### config.mk
export PLATFORM = sky130hd
export DESIGN_NAME = button_conditioner
export DESIGN_NICKNAME = d
export VERILOG_FILES = /design/src/rtl/button_pkg.sv /design/src/rtl/debounce_cell.sv /design/src/rtl/button_conditioner.sv
export SDC_FILE = /design/constraint.sdc
export NUM_CORES = 1
export LEC_CHECK = 0
export ABC_AREA = 1
export ABC_CLOCK_PERIOD_IN_PS = 2300
export BUFFER_PORTS_ARGS = -buffer_cell sky130_fd_sc_hd__buf_2
export CORE_UTILIZATION = 49
export DETAILED_ROUTE_END_ITERATION = 12
export PLACE_DENSITY = 0.69
export SYNTH_ARGS = -nofsm -noshare
export SYNTH_HDL_FRONTEND = slang
export SYNTH_HIERARCHICAL = 1
export SYNTH_SLANG_ARGS = --single-unit
### constraint.sdc
create_clock -name clk25MHz -period 2.3 [get_ports clk25MHz]
set_input_delay 0 -clock clk25MHz [delete_from_list [all_inputs] [get_ports clk25MHz]]
set_output_delay 0 -clock clk25MHz [all_outputs]
set_load 0.03 [all_outputs]
### src/rtl/button_pkg.sv
// ---------------------------------------------------------------------------
// button_pkg
// Shared constants for the push-button front end: direction indices, the
// arbiter state encoding and the default debounce length.
//   DIR_*                   : bit position of each direction in 4-bit vectors
//   ST_IDLE                 : arbiter idle state; ownership states are
//                             {1'b0, direction}
//   DEFAULT_DEBOUNCE_CYCLES : 10 ms at 25 MHz
// ---------------------------------------------------------------------------
package button_pkg;

  localparam logic [1:0] DIR_UP    = 2'd0;
  localparam logic [1:0] DIR_DOWN  = 2'd1;
  localparam logic [1:0] DIR_RIGHT = 2'd2;
  localparam logic [1:0] DIR_LEFT  = 2'd3;

  localparam int unsigned NUM_DIRS = 4;

  localparam logic [2:0] ST_IDLE = 3'b100;

  localparam int unsigned DEFAULT_DEBOUNCE_CYCLES = 250000;

  // Ownership state for a direction: MSB clear, direction in the low bits.
  function automatic logic [2:0] ownState(input logic [1:0] dir);
    return {1'b0, dir};
  endfunction

  // One-hot mask selecting a single direction.
  function automatic logic [3:0] dirMask(input logic [1:0] dir);
    return 4'b0001 << dir;
  endfunction

endpackage

### src/rtl/debounce_cell.sv
// ---------------------------------------------------------------------------
// debounce_cell
// Two-flop synchronizer followed by a stability counter for one raw button.
// The stable output only changes after the synchronized input has disagreed
// with it for DEBOUNCE_CYCLES consecutive cycles.
// Ports:
//   i_clk    : system clock
//   i_rstN   : synchronous active-low reset
//   i_btnRaw : raw asynchronous button, active-high
//   o_stable : debounced button state
// ---------------------------------------------------------------------------
module debounce_cell
  import button_pkg::*;
#(
  parameter int unsigned DEBOUNCE_CYCLES = DEFAULT_DEBOUNCE_CYCLES,
  parameter int unsigned CNT_W           = 18
) (
  input  logic i_clk,
  input  logic i_rstN,
  input  logic i_btnRaw,
  output logic o_stable
);

  localparam logic [CNT_W-1:0] CNT_LAST = CNT_W'(DEBOUNCE_CYCLES - 1);

  logic             r_sync1;
  logic             r_sync2;
  logic             r_stable;
  logic [CNT_W-1:0] r_cnt;

  // The counter measures how long the synchronized input has continuously
  // disagreed with the accepted state; any agreement restarts the count, so
  // bounces shorter than the window never reach the toggle point.
  always_ff @(posedge i_clk) begin
    if (!i_rstN) begin
      r_sync1  <= 1'b0;
      r_sync2  <= 1'b0;
      r_stable <= 1'b0;
      r_cnt    <= '0;
    end else begin
      r_sync1 <= i_btnRaw;
      r_sync2 <= r_sync1;
      if (r_sync2 == r_stable) begin
        r_cnt <= '0;
      end else if (r_cnt == CNT_LAST) begin
        r_stable <= ~r_stable;
        r_cnt    <= '0;
      end else begin
        r_cnt <= r_cnt + 1'b1;
      end
    end
  end

  assign o_stable = r_stable;

endmodule

### src/rtl/button_conditioner.sv
// ---------------------------------------------------------------------------
// button_conditioner
// Turns four bouncy push-buttons into clean, mutually exclusive direction
// levels and single-cycle press pulses for the square-selection logic.
// Each button is debounced independently; an arbiter then grants at most one
// direction at a time, only on a rising debounced edge, with priority
// UP > DOWN > RIGHT > LEFT when edges coincide.
// Optional feature macro: BUTTON_AUTOREPEAT_EN -- while a direction is held,
// its level drops for one cycle after REPEAT_DELAY cycles and then every
// REPEAT_PERIOD cycles, re-asserting with a fresh press pulse.
// Ports:
//   clk25MHz      : system clock, 25 MHz
//   rst_n         : synchronous active-low reset
//   btn_*_raw     : raw asynchronous buttons, active-high
//   up/down/right/left : clean exclusive direction levels
//   press_pulse   : one-cycle grant pulse, bit0 up .. bit3 left
//   busy          : high while any direction is owned
// ---------------------------------------------------------------------------
module button_conditioner
  import button_pkg::*;
#(
  parameter int unsigned DEBOUNCE_CYCLES = DEFAULT_DEBOUNCE_CYCLES,
  parameter int unsigned CNT_W           = 18,
  parameter int unsigned REPEAT_DELAY    = 12500000,
  parameter int unsigned REPEAT_PERIOD   = 5000000
) (
  input  logic       clk25MHz,
  input  logic       rst_n,
  input  logic       btn_up_raw,
  input  logic       btn_down_raw,
  input  logic       btn_right_raw,
  input  logic       btn_left_raw,
  output logic       up,
  output logic       down,
  output logic       right,
  output logic       left,
  output logic [3:0] press_pulse,
  output logic       busy
);

  localparam int unsigned HOLD_MAX =
    (REPEAT_DELAY > REPEAT_PERIOD) ? REPEAT_DELAY : REPEAT_PERIOD;
  localparam int unsigned HOLD_W = $clog2(HOLD_MAX + 1);

  logic [NUM_DIRS-1:0] w_raw;
  logic [NUM_DIRS-1:0] w_stable;
  logic [NUM_DIRS-1:0] w_rise;
  logic [1:0]          w_grantDir;
  logic [1:0]          w_ownDir;

  logic [2:0]          r_state;
  logic [NUM_DIRS-1:0] r_stablePrev;
  logic [3:0]          r_level;
  logic [3:0]          r_pulse;

`ifdef BUTTON_AUTOREPEAT_EN
  logic [HOLD_W-1:0]   r_hold;
  logic                r_repeated;
  logic [HOLD_W-1:0]   w_holdLimit;
`else
  logic [HOLD_W-1:0]   w_unusedHoldCfg;
  assign w_unusedHoldCfg = '0;
`endif

  assign w_raw = {btn_left_raw, btn_right_raw, btn_down_raw, btn_up_raw};

  for (genvar gi = 0; gi < NUM_DIRS; gi++) begin : g_cell
    debounce_cell #(
      .DEBOUNCE_CYCLES (DEBOUNCE_CYCLES),
      .CNT_W           (CNT_W)
    ) u_cell (
      .i_clk    (clk25MHz),
      .i_rstN   (rst_n),
      .i_btnRaw (w_raw[gi]),
      .o_stable (w_stable[gi])
    );
  end

  // Only fresh debounced presses are candidates; a button that was already
  // down when the arbiter became idle has no rising edge and is ignored.
  assign w_rise   = w_stable & ~r_stablePrev;
  assign w_ownDir = r_state[1:0];

  // Fixed priority among simultaneous rising edges.
  always_comb begin
    w_grantDir = DIR_UP;
    if (w_rise[DIR_UP]) begin
      w_grantDir = DIR_UP;
    end else if (w_rise[DIR_DOWN]) begin
      w_grantDir = DIR_DOWN;
    end else if (w_rise[DIR_RIGHT]) begin
      w_grantDir = DIR_RIGHT;
    end else if (w_rise[DIR_LEFT]) begin
      w_grantDir = DIR_LEFT;
    end
  end

`ifdef BUTTON_AUTOREPEAT_EN
  // First repeat waits the long delay, later ones use the shorter period.
  assign w_holdLimit = r_repeated ? HOLD_W'(REPEAT_PERIOD - 1)
                                  : HOLD_W'(REPEAT_DELAY - 1);
`endif

  // Arbiter: idle until a debounced rising edge, then own that direction
  // until its debounced state falls. Outputs are registered here so the
  // consumer never sees decode glitches, and the return through idle gives
  // at least one all-low cycle between grants.
  always_ff @(posedge clk25MHz) begin
    if (!rst_n) begin
      r_state      <= ST_IDLE;
      r_stablePrev <= '0;
      r_level      <= '0;
      r_pulse      <= '0;
`ifdef BUTTON_AUTOREPEAT_EN
      r_hold       <= '0;
      r_repeated   <= 1'b0;
`endif
    end else begin
      r_stablePrev <= w_stable;
      r_pulse      <= '0;
      if (r_state == ST_IDLE) begin
        if (w_rise != '0) begin
          r_state <= ownState(w_grantDir);
          r_level <= dirMask(w_grantDir);
          r_pulse <= dirMask(w_grantDir);
`ifdef BUTTON_AUTOREPEAT_EN
          r_hold     <= '0;
          r_repeated <= 1'b0;
`endif
        end
      end else if (!w_stable[w_ownDir]) begin
        r_state <= ST_IDLE;
        r_level <= '0;
`ifdef BUTTON_AUTOREPEAT_EN
        r_hold     <= '0;
        r_repeated <= 1'b0;
      end else if (r_hold == w_holdLimit) begin
        r_level    <= '0;
        r_hold     <= '0;
        r_repeated <= 1'b1;
      end else begin
        r_hold <= r_hold + 1'b1;
        if (r_level == '0) begin
          r_level <= dirMask(w_ownDir);
          r_pulse <= dirMask(w_ownDir);
        end
`endif
      end
    end
  end

  assign up          = r_level[DIR_UP];
  assign down        = r_level[DIR_DOWN];
  assign right       = r_level[DIR_RIGHT];
  assign left        = r_level[DIR_LEFT];
  assign press_pulse = r_pulse;
  assign busy        = ~r_state[2];

endmodule
After elaboration in Yosys (flattened, before gate mapping)
Index checks and enable logic that the tools add are counted.
{"block": "word_totals", "input_bits": 6, "wordCells": 72, "out_inout_bits": 9, "register_bits": 99}
{"block": "op_classes", "eq_ne": 11, "n_shift": 1, "reduce_logical": 11, "muxes": 12, "addsub": 4, "n_lt_le_gt_ge": 1, "bitwise_logic": 12}
{"operator": "18-bit by 1-bit adder with 18-bit output (second input constant)", "n": 4}
{"operator": "18-bit equality test (second input constant)", "n": 4}
{"operator": "4-bit two-way mux", "n": 3}
{"operator": "3-bit OR reduction", "n": 4}
{"operator": "1-bit NOT", "n": 10}
{"operator": "2-bit AND reduction", "n": 5}
{"operator": "3-bit two-way mux", "n": 3}
{"operator": "2-bit two-way mux", "n": 4}
{"operator": "4-bit bitwise AND", "n": 1}
{"operator": "1-bit equality test", "n": 4}
{"operator": "4-bit NOT", "n": 1}
{"operator": "4-bit nonzero test", "n": 1}
{"operator": "1-bit by 2-bit left shift with 4-bit output (first input constant)", "n": 1}
{"operator": "3-bit equality test (second input constant)", "n": 1}
{"operator": "2-bit by 3-bit less-than comparator with 1-bit output (second input constant)", "n": 1}
{"operator": "3-bit AND reduction", "n": 1}
{"operator": "1-bit binary-select mux with 2-bit select", "n": 1}
{"operator": "2-bit by 1-bit inequality test with 1-bit output (second input constant)", "n": 1}
{"operator": "2-bit inequality test (second input constant)", "n": 1}
{"operator": "1-bit two-way mux", "n": 1}

Longest topological paths before layout
{"block": "depth", "word_depth": 9, "depth_mapped": 9, "depth_no_buf": 8}

Hierarchy
The synthesis kept the hierarchy.
{"module": "debounce_cell", "area_per_inst_um2": 1016.0, "seq_area_each_um2": 420.4, "n_inst": 4, "cells_each": 148}
{"module": "button_conditioner", "area_per_inst_um2": 663.1, "seq_area_each_um2": 300.3, "n_inst": 1, "cells_each": 76}

Worst setup path before layout
No wires, ideal clock.
{"block": "synth_path", "path_kind": "reg-to-reg", "startpoint": "register g_cell[0].u_cell.r_cnt[0]", "endpoint": "register g_cell[0].u_cell.r_cnt[0]", "synth_period_minus_slack_ns": 1.369, "setup_slack_ns": 0.931, "arrival_time_ns": 1.251, "path_buffers": 1, "required_time_ns": 2.183, "stages_incl_launch_ff": 10, "setup_time_ns": 0.117, "path_cell_list": "dfxtp_1 > ha_1 > nand2_1 > nor2_2 > nand2_1 > inv_1 > nand3_1 > nand2_4 > buf_6 > nor2_1"}
{"block": "synth_between", "elab_chain_cells": 2, "elab_cells_between_ends": 3, "classes_between": "add/sub (1); eq/ne (1); reduce/logical (1)"}
{"item": "start, declared", "line": "debounce_cell.sv:29", "rtl": "logic [CNT_W-1:0] r_cnt;"}
{"item": "start signal, assigned", "line": "debounce_cell.sv:49", "rtl": "r_cnt <= r_cnt + 1'b1;"}
{"item": "branches (longest 2 deep; another with 18-bit by 1-bit adder with 18-bit output)"}
Several ways; the timed one is not identified.
A chain may end at the register's enable or synchronous reset.

Worst setup path after layout
{"block": "layout_path", "startpoint": "register g_cell[2].u_cell.r_cnt[0]", "endpoint": "register g_cell[2].u_cell.r_cnt[16]"}
{"block": "layout_between", "elab_chain_cells": 2, "elab_cells_between_ends": 3, "classes_between": "add/sub (1); eq/ne (1); reduce/logical (1)"}
{"item": "start, declared", "line": "debounce_cell.sv:29"}
{"item": "start signal, assigned", "line": "debounce_cell.sv:49"}
{"item": "branches (longest 2 deep; another with 18-bit by 1-bit adder with 18-bit output)"}
Several ways; the timed one is not identified.

==> summary.txt <==
Outcome
  – Result of the run: finished, final reports clean

Placed design
  – Final Wtd Congestion: between 0.8 and 0.9
  – Worst slack, placed: 0.803 ns
  – I/O Buffers: 14
  – DP HPWL: 6230 µm

Global routing
  – Gr usage total: 17.8%
  – Largest net degree at the start of global routing: 29
  – First-pass GRT wire length: 14700 µm
  – Number of global-route vias before repair: between 3000 and 4000
  – GRT Residual Overflow: 0
  – Initial antenna violation count: 0

Setup path
  – Crit path DAT: approximately 1.7 ns
  – Crit path kind: flop to flop
  – Critical Path Fanout Max: 18
  – Worst path required time: 2.54 ns
  – CP startpoint kind: flop
  – CP Capture Type: flop

Flow run
  – MaxCap Viol Count: 0

Routing
  – DR pass1 iterations: 5
  – DRC Markers: 0
  – Via-per-instance ratio: 4.73
  – Via count: between 3000 and 4000
  – Avg WL per Cell: a little over 10 µm
  – Post-route ant nets: 0
  – Initial DRC count: 80
  – WL final: 8350 µm

STA
  – Fin crit share: between 60% and 70%
  – Total Neg Setup Slack: 0 ns
  – Clock skew: 0.0108 ns
  – Tightest Pin Transition: 0.511 ns
  – Final Critical Period: 1.50 ns
  – Slew Limit Fails: 0
  – Post-route setup slack: roughly 0.80 ns
  – Final setup vio count: 0
  – RSZ-0062 raised after global routing: no
  – Fmax: 668 MHz
  – Worst rel slew slack: around 66%
  – Final Hold Viols: 0

Cells and area
  – Register area: 0.00198 mm²
  – Multi-input logic area: around 0.0025 mm²
  – Core Util, Final: 55.6%
  – Antenna diodes: 0
  – Layout fillers: 941
  – Layout Nets: 702
  – Synthesis-to-finish area growth: 9.26%
  – Share of post-route cells with drive strength above 1: 10.8%

Clock tree
  – CTS clk-pin slew, worst paths: 0.09 ns
  – Setup bufs post-CTS: 0
  – TritonCTS clock tree: yes
  – Clk sinks: 99
  – H-Tree Depth: 3
  – Clock buffer count from CTS: 9
  – Clock latency on the worst-skew pair: 0.36 ns
  – CTS max path bufs: 2
  – Clock Tree Root: clkbuf_8

Floorplan
  – I/O Pins: 15
  – DIE WIDTH: ~100 µm
  – Die Y: 100 µm
  – Site row count: 35
  – Die area: 0.0100 mm²
  – Core Area: approximately 0.0093 mm²
  – Starting density of the core: 50.9%

Logic synthesis
  – Synthesized flop and latch total: 99
  – Synth top area share: about two fifths
  – Mean Syn Cell Area: 7.08 µm²
  – Mapped Area: 0.00473 mm²
  – Cell variety after synth: 27
  – Synth Warn #: 6
  – EDFF count, synth: 0
  – Sequential area share after synthesis: 41.9%
  – Post-synth net total: 678
  – Post-synth top cells: nand2_1, nor2_1, dfxtp_1, inv_1, nand3_1
  – Synth Flop Type: dfxtp_1
  – Fraction of registers with async set/reset: 0%
  – Syn Inst Count: 668
  – Synth area leader: dfxtp_1
  – Top cells by area, synth: dfxtp_1, nand2_1, nor2_1
  – Most common cell in the netlist: nand2_1

Min path
  – Hold crit path type: primary input to flop

Power
  – VDD IR-drop max: 434 µV
  – Pwr/cell area: 575 mW/mm²
  – Lkg Pwr: 1.69 nW
per-layer routing:
layer | share of wire (%) | vias to the layer above | GRT usage [%]
li1 | - | 2120 | -
met1 | 51 | 1734 | 22.5
met2 | 44 | 46 | 29.5
met3 | 3.4 | 11 | 4.67
met4 | 1.2 | 0 | 5.91
met5 | 0 | - | 0
placed cells by master, fill, tap and decap left out, drive strengths merged:
cell,n
dlygate4sd3,4
clkbuf,10
nand4,4
nand3,45
o21bai,4
a21oi,30
inv,66
bufinv,2
nor3b,4
nand2,187
clkinv,1
or2,12
ha,4
xnor2,8
o21ai,12
dfxtp,99
xor2,28
nor2,158
o22ai,3
buf,14
clkinvlp,2
critical path: stages (launching register included):
cell and delay (ns):
dfxtp_1 0.41, ha_1 0.23, nand2_1 0.08, nor2_2 0.13, nand2_1 0.09, inv_1 0.06, nand3_1 0.11, nand2_4 0.21
a21oi_1 0.07
path summary, 6_finish.rpt:
path / start / to / slack (ns) / cells past startpoint
min: rst_n / r_state[2] / 0.07 / 2
max reg2reg: g_cell[2].u_cell/r_cnt[0] / g_cell[2].u_cell/r_cnt[16] / 0.80 / 8
max: g_cell[2].u_cell/r_cnt[0] / g_cell[2].u_cell/r_cnt[16] / 0.80 / 8
min reg2reg: g_cell[1].u_cell/r_sync1 / g_cell[1].u_cell/r_sync2 / 0.41 / 2
per-stage QoR:
stage | cells | hold slack [ns] | area (µm²) | power (mW)
after floorplan | 668 | 0.0935 | 4730 | 1.80
after global placement | 806 | 0.184 | 4910 | 1.81
after detailed placement | 806 | 0.185 | 4910 | 1.81
after CTS | 826 | 0.0688 | 5160 | 3.01
after global routing | 826 | 0.0859 | 5160 | 3.09
final | 826 | 0.0730 | 5160 | 2.97
what timing repair did:
item / in CTS / in global routing
gates resized for setup: 0 / 0
hold buffers: 4 / 0
hold endpoints to repair: 4 / 0
setup endpoints to repair: 0 / 0
state kept, by name, indices dropped and copies added, names as in the netlist:
signal	flops
press_pulse	4
g_cell.u_cell/r_cnt	72
r_state	3
g_cell.u_cell/r_sync1	4
r_stablePrev	4
r_level	4
g_cell.u_cell/r_sync2	4
g_cell.u_cell/o_stable	4
kinds of logic after synthesis:
family / count (synthesis) / synth area share [%]
adder cells (fa/ha/maj): 4 / 1.06
buffers and inverters: 70 / 6.22
AO/OA/AOI/OAI: 49 / 6.35
flip-flops: 99 / 41.9
AND/OR/NAND/NOR: 410 / 37.8
XOR/XNOR: 36 / 6.67
power by group:
| part | total [mW] | switching [mW] | internal, mW |
|---|---|---|---|
| registers | 1.73 | 0.00524 | 1.72 |
| clock network | 1.20 | 0.583 | 0.615 |
| logic | 0.0451 | 0.0293 | 0.0158 |
area by class of cell:
class | instances | share of cell area (%)
sequential | 99 | 38.4
multi-input combinational | 499 | 47.5
clock inverter | 6 | 1.72
tap | 129 | 3.13
inverter | 65 | 4.72
timing repair buffer | 18 | 2.13
clock buffer | 10 | 2.47
Power figures use the tool's default switching activity.
